## src/rtl/cpu_pkg.sv

```systemverilog
// Shared CPU definitions: load funct3 encodings, load-unit states and the
// funct3 legality check used by the load path.
package cpu_pkg;

    localparam logic [2:0] LB  = 3'b000;
    localparam logic [2:0] LH  = 3'b001;
    localparam logic [2:0] LW  = 3'b010;
    localparam logic [2:0] LD  = 3'b011;
    localparam logic [2:0] LBU = 3'b100;
    localparam logic [2:0] LHU = 3'b101;
    localparam logic [2:0] LWU = 3'b110;

    typedef enum logic [2:0] {
        ST_IDLE,
        ST_REQ0,
        ST_WAIT0,
        ST_REQ1,
        ST_WAIT1,
        ST_RESP
    } load_state_e;

    // 111 is never a load; LD/LWU only exist when the datapath is 64 bits wide.
    function automatic logic load_legal(input logic [2:0] funct3, input int unsigned xlen);
        load_legal = 1'b1;
        if (funct3 == 3'b111) begin
            load_legal = 1'b0;
        end else if (xlen == 32 && (funct3 == LD || funct3 == LWU)) begin
            load_legal = 1'b0;
        end
    endfunction

endpackage

```

## src/rtl/cpu_load_extend.sv

```systemverilog
// Sign/zero extension of merged load data selected by funct3; purely
// combinational.
module cpu_load_extend
    import cpu_pkg::*;
#(
    parameter int unsigned XLEN = 32
) (
    input  logic [XLEN-1:0] i_data,
    input  logic [2:0]      i_funct3,
    output logic [XLEN-1:0] o_data
);

    logic [XLEN-1:0] w_word;

    // A word load only needs extending when it is narrower than the datapath.
    generate
        if (XLEN > 32) begin : g_word_ext
            assign w_word = {{(XLEN-32){~i_funct3[2] & i_data[31]}}, i_data[31:0]};
        end else begin : g_word_pass
            assign w_word = i_data;
        end
    endgenerate

    always_comb begin
        o_data = i_data;
        case (i_funct3[1:0])
            2'b00:   o_data = {{(XLEN-8){~i_funct3[2] & i_data[7]}}, i_data[7:0]};
            2'b01:   o_data = {{(XLEN-16){~i_funct3[2] & i_data[15]}}, i_data[15:0]};
            2'b10:   o_data = w_word;
            default: o_data = i_data;
        endcase
    end

endmodule

```

## src/rtl/cpu_load_unit.sv

```systemverilog
// Load path: issues one or two aligned reads per load, merges the beats,
// shifts by the byte offset and extends the result to XLEN.
module cpu_load_unit
    import cpu_pkg::*;
#(
    parameter int unsigned XLEN = 32
) (
    input  logic            clk,
    input  logic            rst_n,
    input  logic            req_valid,
    output logic            req_ready,
    input  logic [XLEN-1:0] req_addr,
    input  logic [2:0]      req_funct3,
    output logic            resp_valid,
    output logic [XLEN-1:0] resp_data,
    output logic            resp_err,
    output logic            mem_req_valid,
    input  logic            mem_req_ready,
    output logic [XLEN-1:0] mem_addr,
    input  logic            mem_rsp_valid,
    input  logic [XLEN-1:0] mem_rdata
);

    localparam int unsigned B    = XLEN / 8;
    localparam int unsigned OFFW = $clog2(B);
    localparam int unsigned SW   = OFFW + 2;
    localparam logic [XLEN-1:0] L_STEP = XLEN'(B);

    load_state_e r_state, w_state_next;

    logic [2:0]      r_funct3;
    logic [OFFW-1:0] r_off;
    logic            r_split;
    logic [XLEN-1:0] r_beat0, r_beat1;
    logic [XLEN-1:0] r_mem_addr;
    logic [XLEN-1:0] r_resp_data;
    logic            r_resp_err;

    logic            w_legal;
    logic [SW-1:0]   w_size;
    logic [SW-1:0]   w_end;
    logic            w_split;
    logic [XLEN-1:0] w_lo, w_hi, w_merged, w_ext;

    assign w_legal = load_legal(req_funct3, XLEN);

    always_comb begin
        w_size = '0;
        w_size[req_funct3[1:0]] = 1'b1;
    end

    assign w_end   = {2'b00, req_addr[OFFW-1:0]} + w_size;
    assign w_split = w_end > SW'(B);

    // The beat arriving this cycle is merged straight from the bus so the
    // registered result is ready in the RESP cycle; beat1 is zero until read.
    assign w_lo     = (r_state == ST_WAIT0) ? mem_rdata : r_beat0;
    assign w_hi     = (r_state == ST_WAIT1) ? mem_rdata : r_beat1;
    assign w_merged = XLEN'({w_hi, w_lo} >> {r_off, 3'b000});

    cpu_load_extend #(
        .XLEN(XLEN)
    ) u_extend (
        .i_data   (w_merged),
        .i_funct3 (r_funct3),
        .o_data   (w_ext)
    );

    always_ff @(posedge clk or negedge rst_n) begin
        if (!rst_n) begin
            r_state <= ST_IDLE;
        end else begin
            r_state <= w_state_next;
        end
    end

    always_comb begin
        w_state_next  = r_state;
        req_ready     = 1'b0;
        mem_req_valid = 1'b0;
        resp_valid    = 1'b0;
        case (r_state)
            ST_IDLE: begin
                req_ready = 1'b1;
                if (req_valid) begin
                    w_state_next = w_legal ? ST_REQ0 : ST_RESP;
                end
            end
            ST_REQ0: begin
                mem_req_valid = 1'b1;
                if (mem_req_ready) w_state_next = ST_WAIT0;
            end
            ST_WAIT0: begin
                if (mem_rsp_valid) w_state_next = r_split ? ST_REQ1 : ST_RESP;
            end
            ST_REQ1: begin
                mem_req_valid = 1'b1;
                if (mem_req_ready) w_state_next = ST_WAIT1;
            end
            ST_WAIT1: begin
                if (mem_rsp_valid) w_state_next = ST_RESP;
            end
            ST_RESP: begin
                resp_valid   = 1'b1;
                w_state_next = ST_IDLE;
            end
            default: w_state_next = ST_IDLE;
        endcase
    end

    always_ff @(posedge clk or negedge rst_n) begin
        if (!rst_n) begin
            r_funct3    <= '0;
            r_off       <= '0;
            r_split     <= 1'b0;
            r_beat0     <= '0;
            r_beat1     <= '0;
            r_mem_addr  <= '0;
            r_resp_data <= '0;
            r_resp_err  <= 1'b0;
        end else begin
            case (r_state)
                ST_IDLE: begin
                    if (req_valid) begin
                        r_funct3 <= req_funct3;
                        r_off    <= req_addr[OFFW-1:0];
                        r_split  <= w_split;
                        r_beat0  <= '0;
                        r_beat1  <= '0;
                        if (w_legal) begin
                            r_mem_addr <= {req_addr[XLEN-1:OFFW], {OFFW{1'b0}}};
                        end else begin
                            r_resp_data <= '0;
                            r_resp_err  <= 1'b1;
                        end
                    end
                end
                ST_WAIT0: begin
                    if (mem_rsp_valid) begin
                        r_beat0 <= mem_rdata;
                        if (r_split) begin
                            r_mem_addr <= r_mem_addr + L_STEP;
                        end else begin
                            r_resp_data <= w_ext;
                            r_resp_err  <= 1'b0;
                        end
                    end
                end
                ST_WAIT1: begin
                    if (mem_rsp_valid) begin
                        r_beat1     <= mem_rdata;
                        r_resp_data <= w_ext;
                        r_resp_err  <= 1'b0;
                    end
                end
                default: ;
            endcase
        end
    end

    assign mem_addr  = r_mem_addr;
    assign resp_data = r_resp_data;
    assign resp_err  = r_resp_err;

endmodule
```

## config.mk

```make
export PLATFORM = sky130hd
export DESIGN_NAME = cpu_load_unit
export DESIGN_NICKNAME = d
export VERILOG_FILES = /design/src/rtl/cpu_pkg.sv /design/src/rtl/cpu_load_extend.sv /design/src/rtl/cpu_load_unit.sv
export SDC_FILE = /design/constraint.sdc
export NUM_CORES = 1
export LEC_CHECK = 0
export CAP_MARGIN = 5
export CORE_ASPECT_RATIO = 1.75
export CORE_MARGIN = 2
export CORE_UTILIZATION = 50
export CTS_CLUSTER_SIZE = 16
export DETAILED_ROUTE_END_ITERATION = 7
export PLACE_DENSITY = 0.84
export SLEW_MARGIN = 15
export SYNTH_ARGS = -nofsm -noshare
export SYNTH_HDL_FRONTEND = slang
export SYNTH_SLANG_ARGS = --single-unit
```

## constraint.sdc

```tcl
create_clock -name clk -period 3.93 [get_ports clk]
set_input_delay 0.393 -clock clk [delete_from_list [all_inputs] [get_ports clk]]
set_output_delay 0.393 -clock clk [all_outputs]
set_load 0.02 [all_outputs]
```

## Word-level counts from Yosys, hierarchy flattened

Cells that the tools add are included.

| storage, ports and cells | value |
|---|---|
| bits in registers | 138 |
| RAM bits | 0 |
| memories | 0 |
| bits in latches | 0 |
| output and inout port bits | 68 |
| logic and storage cells | 89 |
| bits in read-only memories | 0 |
| bits of input ports | 72 |

| operators by class | value |
|---|---|
| mux-type cells | 39 |
| reductions and logical operators | 14 |
| multiply operators | 0 |
| shift-type cells | 1 |
| eq/ne operators | 18 |
| bitwise gates (word level) | 3 |
| add/sub/neg operators | 2 |
| div/mod/pow operators | 0 |
| magnitude comparators | 3 |

Operators by type and width:

| operator | number |
|---|---|
| $mux W32 | 13 |
| $pmux W32 S2 | 4 |
| $pmux W32 S3 | 1 |
| $shr A64 B5 Y32 | 1 |
| $add A32 B3 Y32 const B | 1 |
| $mux W3 | 7 |
| $ne A2 B2 Y1 const B | 9 |
| $pmux W3 S5 | 1 |
| $eq A3 B3 Y1 const B | 4 |
| $mux W1 | 11 |
| $reduce_and A5 Y1 | 2 |
| $eq A3 B2 Y1 const B | 3 |
| $reduce_and A3 Y1 | 2 |
| $reduce_and A6 Y1 | 1 |
| $add A2 B4 Y4 | 1 |
| $gt A4 B3 Y1 const B | 1 |
| $reduce_bool A2 Y1 | 2 |
| $eq A3 B1 Y1 const B | 1 |
| $logic_not A3 Y1 | 1 |
| $lt A2 B3 Y1 const B | 1 |
| $pmux W1 S3 | 1 |
| $reduce_bool A3 Y1 | 1 |
| $and A1 B1 Y1 | 2 |
| $demux W1 S2 | 1 |
| 8 further kinds | 8 |

## Depth between registers and ports, before layout

| logic depth | value |
|---|---|
| depth in word-level cells | 8 |
| gate-level depth with buffers | 9 |
| mapped depth without buffers | 8 |

## Modules after synthesis

Synthesis repeated with hierarchy kept, for this count alone.

| second synthesis, totals | value |
|---|---|
| cells, all modules | 934 |
| area total of the unflattened synthesis | 7752.4 sq um |

Modules (own cells, without submodules):

| module | seq. area each (sq um) | cells each | times used | area each (sq um) |
|---|---|---|---|---|
| cpu_load_unit | 3203.1 | 867 | 1 | 7397.1 |
| cpu_load_extend | 0.0 | 67 | 1 | 355.3 |

## Least setup slack after synthesis

Ideal clock, no wire load.

| timing | value |
|---|---|
| kind | reg2reg |
| start point | register r_state[2] |
| end point | register r_beat1[0] |
| library setup time | 136 ps |
| slack | 1583 ps |
| arrival time | 2211 ps |
| clock period less this slack | 2347 ps |
| buffers on the path | 4 |
| stages on the path, launching flop included | 10 |
| required time | 3794 ps |
| cells stage by stage | dfrtp_1 buf_2 nor3_1 and2_1 clkbuf_1 a21oi_1 clkbuf_1 clkbuf_1 nand2_1 o21ai_0 |

| between the ends | value |
|---|---|
| longest elaborated chain between the ends | 3 |
| elaborated cells on any way between the ends | 7 |
| classes of those cells | 3 x eq/ne; 1 x mux; 3 x reduce/logical |

Ends and longest elaborated chain:

| element | line | RTL |
|---|---|---|
| from (decl) | cpu_load_unit.sv:29 | `load_state_e r_state, w_state_next;` |
| from (signal assigned) | cpu_load_unit.sv:73 | `r_state <= w_state_next;` |
| $eq A3 B3 Y1 or $logic_not A3 Y1 (tied branches) | cpu_load_unit.sv:122 | `case (r_state)` |
| $ne A2 B2 Y1 (no source line) or $reduce_bool A2 Y1 (tied branches) | -- |  |
| $reduce_and A3 Y1 (no source line) | -- |  |
| to (signal assigned) | cpu_load_unit.sv:151 | `r_beat1 <= mem_rdata;` |
| to (decl) | cpu_load_unit.sv:34 | `logic [XLEN-1:0] r_beat0, r_beat1;` |

Several ways; a longest one is shown, not always the timed one.
A chain may end at the register's enable or synchronous reset.

## Worst setup path in the final report

| timing | value |
|---|---|
| start point | register r_state[1] |
| end point | register r_resp_data[30] (netlist: resp_data[30]) |

| between the ends | value |
|---|---|
| longest elaborated chain between the ends | 8 |
| elaborated cells on any way between the ends | 20 |
| classes of those cells | 7 x eq/ne; 1 x shift; 7 x mux; 2 x bitwise; 3 x reduce/logical |

Ends and longest elaborated chain:

| element | line | RTL |
|---|---|---|
| $eq A3 B2 Y1 or $eq A3 B3 Y1 (tied branches) | cpu_load_unit.sv:57, cpu_load_unit.sv:122, cpu_load_unit.sv:58 |  |
| $mux W32, on equally long branches | cpu_load_unit.sv:57, cpu_load_unit.sv:58 |  |
| $shr A64 B5 Y32 | cpu_load_unit.sv:59 | `assign w_merged = XLEN'({w_hi, w_lo} >> {r_off, 3'b000});` |
| $and A1 B1 Y1, on equally long branches | cpu_load_extend.sv:28, cpu_load_extend.sv:27 |  |
| $pmux W32 S2 | cpu_load_extend.sv:26 | `case (i_funct3[1:0])` |
| $mux W32 | cpu_load_unit.sv:141 | `if (r_split) begin` |
| $mux W32 | cpu_load_unit.sv:139 | `if (mem_rsp_valid) begin` |
| $pmux W32 S3 | cpu_load_unit.sv:122 |  |
| to (signal assigned) | cpu_load_unit.sv:144 | `r_resp_data <= w_ext;` |
| to (signal assigned) | cpu_load_unit.sv:152 | `r_resp_data <= w_ext;` |
| to (decl) | cpu_load_unit.sv:36 | `logic [XLEN-1:0] r_resp_data;` |

Several ways; a longest one is shown, not always the timed one. The select of a mux whose other input is x is not followed.

==> metrics.md <==
| Metric | Value |
|---|---|
| RSZ-0062 raised after global routing | `false` |
| Yosys top cell by area | `dfrtp_1` |
| HP Class | `in2async` |
| Via-to-Cell Ratio | `6.272` |
| Largest net degree at the start of global routing | `66` |
| Vias | `6630` |
| Worst Path Class, Setup | `reg2reg` |
| Final core utilization | `65.84%` |
| Initial antenna violation count | `0` |
| Initial Util | `51.05%` |
| Worst EP required | `4150 ps` |
| Final net count | `944` |
| Leak | `4.027 nW` |
| Syn_area_per_cell | `9.330 um^2` |
| Post-DRT Antenna Nets | `0` |
| Max-slew violations | `0` |
| Wirelength per Cell | `20.02 um` |
| Share of synthesized registers carrying an async set or reset | `100.0%` |
| Final Skew | `13.66 ps` |
| Compound-Gate Fraction of Synth Area | `23.93%` |
| Width of the die | `93.85 um` |
| Clk pin slew, worst setup/hold paths | `60 ps` |
| Max-capacitance violation count | `0` |
| Synthesis-to-layout area growth | `28.98%` |
| Dpl cell area | `8562 um^2` |
| Total track usage | `28.54%` |
| Drt first pass iters | `5` |
| CP max stage delay | `790 ps` |
| CTS sink cnt | `128` |
| Post-synth EDFFs | `0` |
| Post-cts resize count | `0` |
| Commonest non-fill, non-tap cell in the layout | `clkdlybuf4s50_1` |
| Slew margin rel. | `29.18%` |
| Slowest cell on the critical path | `or3b_2` |
| Die area | `15130 um^2` |
| Post-synth top area share | `45.35%` |
| Seq/Total Area, Yosys | `45.35%` |
| Crit-path cells | `or3b_2 -> mux4_2 -> a21boi_4 -> o31ai_4 -> o311ai_0` |
| XOR/XNOR Fraction of Synth Area | `0.1240%` |
| Total Routed Length | `21170 um` |
| Power Density | `810.6 nW/um^2` |
| DR iter-0 viols | `451` |
| Die H | `161.2 um` |
| Dominant combinational cell family by area after synthesis | `compound AO/OA/AOI/OAI gates` |
| Largest cells by area after synthesis | `dfrtp_1 45%, mux2i_1 7.2%, nand2_1 7.1%` |
| Critical Path AT | `3650 ps` |
| Share of cells above drive strength 1 | `8.636%` |
| Post-CTS Setup Inserts | `0` |
| CTS tree | `yes` |
| Number of antenna diodes | `0` |
| CP startpoint kind | `flop` |
| Slew @ Worst Pin | `1060 ps` |
| Largest fanout on the critical path | `18` |
| Adder-Cell Fraction of Synth Area | `0.8149%` |
| Period minus WS final | `3432 ps` |
| # rows | `57` |
| Most frequent cells in the layout | `136 x clkdlybuf4s50_1, 134 x nand2_1, 128 x dfrtp_1` |
| Synth Cell Area | `7063 um^2` |
| Status | `finished, final reports clean` |
| CTS Buf Count | `17` |
| Synth Register Bits | `128` |
| # DRC | `0` |
| Worst VDD drop | `0.0004382 V` |
| Fmax | `0.2914 GHz` |
| Fill cells | `1124` |
| Unique masters post-synth | `65` |
| R2R Setup Slk | `500 ps` |
| Detail Placement HPWL | `14730 um` |
| # setup viols final | `0` |
| Yosys warning count | `0` |
| Fin crit share | `87.32%` |
| Clock Latency Late Sink | `420 ps` |
| Mux cell area share after synthesis | `8.981%` |
| I/O pins | `140` |
| Gr ovfl total | `0` |
| Worst Setup End Kind | `flop` |
| Post-route setup TNS | `0 ps` |
| First-pass GRT wire length | `33980 um` |
| Hold Vio Cnt, Final | `0` |
| H-Tree Depth | `4` |
| CTS root buffer | `clkbuf_16` |
| Port Buffers | `137` |
| Simple-gate area share of the yosys netlist | `16.42%` |
| Vias in the first global route | `6686` |
| Core area | `13840 um^2` |
| Clock Path Buffers | `2` |
| Top FF cell, synth | `dfrtp_1` |
| Post-CTS Hold Buffers | `0` |
| Global placement routability congestion | `0.9065` |
| Post-route cell area | `9110 um^2` |
| Cells after Synth | `757` |
-- sequential cells by signal, summed over array words and instances (netlist names) --
register   flops
r_state        3
r_beat1       24
mem_addr      30
resp_err       1
r_split        1
r_funct3       3
r_beat0       32
resp_data     32
r_off          2
-- worst max-delay path: cells and delay by family (launching register included) --
| kind | cells | cell delay [ps] |
|---|---|---|
| multiplexers | 1 | 570 |
| flip-flops | 1 | 680 |
| AO/OA/AOI/OAI | 3 | 1180 |
| AND/OR/NAND/NOR | 1 | 790 |
-- kinds of logic (layout without fill, tap and decap cells) --
group | after synthesis | count (layout)
compound gates | 236 | 236
xor+xnor | 1 | 1
fa+ha+maj | 4 | 4
buf+inv | 73 | 195
flops | 128 | 128
mux | 60 | 60
other cells | 1 | 2
simple gates | 254 | 254
-- where the power goes --
part           total (mW)  internal, mW  switching, mW
logic                3.44          1.53           1.91
clock network        1.47         0.865          0.604
registers            2.47          1.87          0.608
-- cell usage after synthesis, types with 10 or more instances --
cell type,n
a21oi_1,45
a22o_1,33
a22oi_1,19
and3_1,18
clkbuf_1,52
dfrtp_1,128
inv_1,10
mux2i_1,51
nand2_1,134
nand3_1,33
nor2_1,28
o21ai_0,47
-- through the flow --
stage	std cells	setup slack [ps]	power, mW	hold slack [ps]
after floorplan	758	1583	4.561	97.41
after global placement	1026	657.5	5.791	459.7
after detailed placement	1026	548.3	5.872	470.9
after CTS	1057	528.2	7.365	123.4
after global routing	1057	368.6	7.809	151.3
final	1057	498.4	7.384	93.05
-- layout make-up --
cell class	instances	area (um^2)	share of cell area, %
Clock inverter	13	118.9	1.305
Timing Repair Buffer	154	1509	16.56
Tap cell	177	221.5	2.431
Inverter	10	37.54	0.4120
Multi-Input combinational cell	557	3591	39.42
Sequential cell	128	3203	35.16
Clock buffer	18	429.2	4.711
-- routing by layer --
layer	vias to the layer above	GRT usage, %	routed length, um
met2	303	49.06	10940
met4	0	15.22	945
met1	3232	33.05	7936
met3	75	5.504	1349
li1	3020	-	-
met5	-	0	0
-- final timing paths --
kind	end	depth (start not counted)	start
min in group clk	r_beat1[4]	2	r_beat1[4]
min	mem_addr[25]	1	rst_n
max	resp_data[30]	5	r_state[1]
max in group asynchronous	r_beat1[23]	2	rst_n
max reg2reg	resp_data[30]	5	r_state[1]
min reg2reg	r_beat1[4]	2	r_beat1[4]
Note: power is estimated with default switching activity, not from simulation.
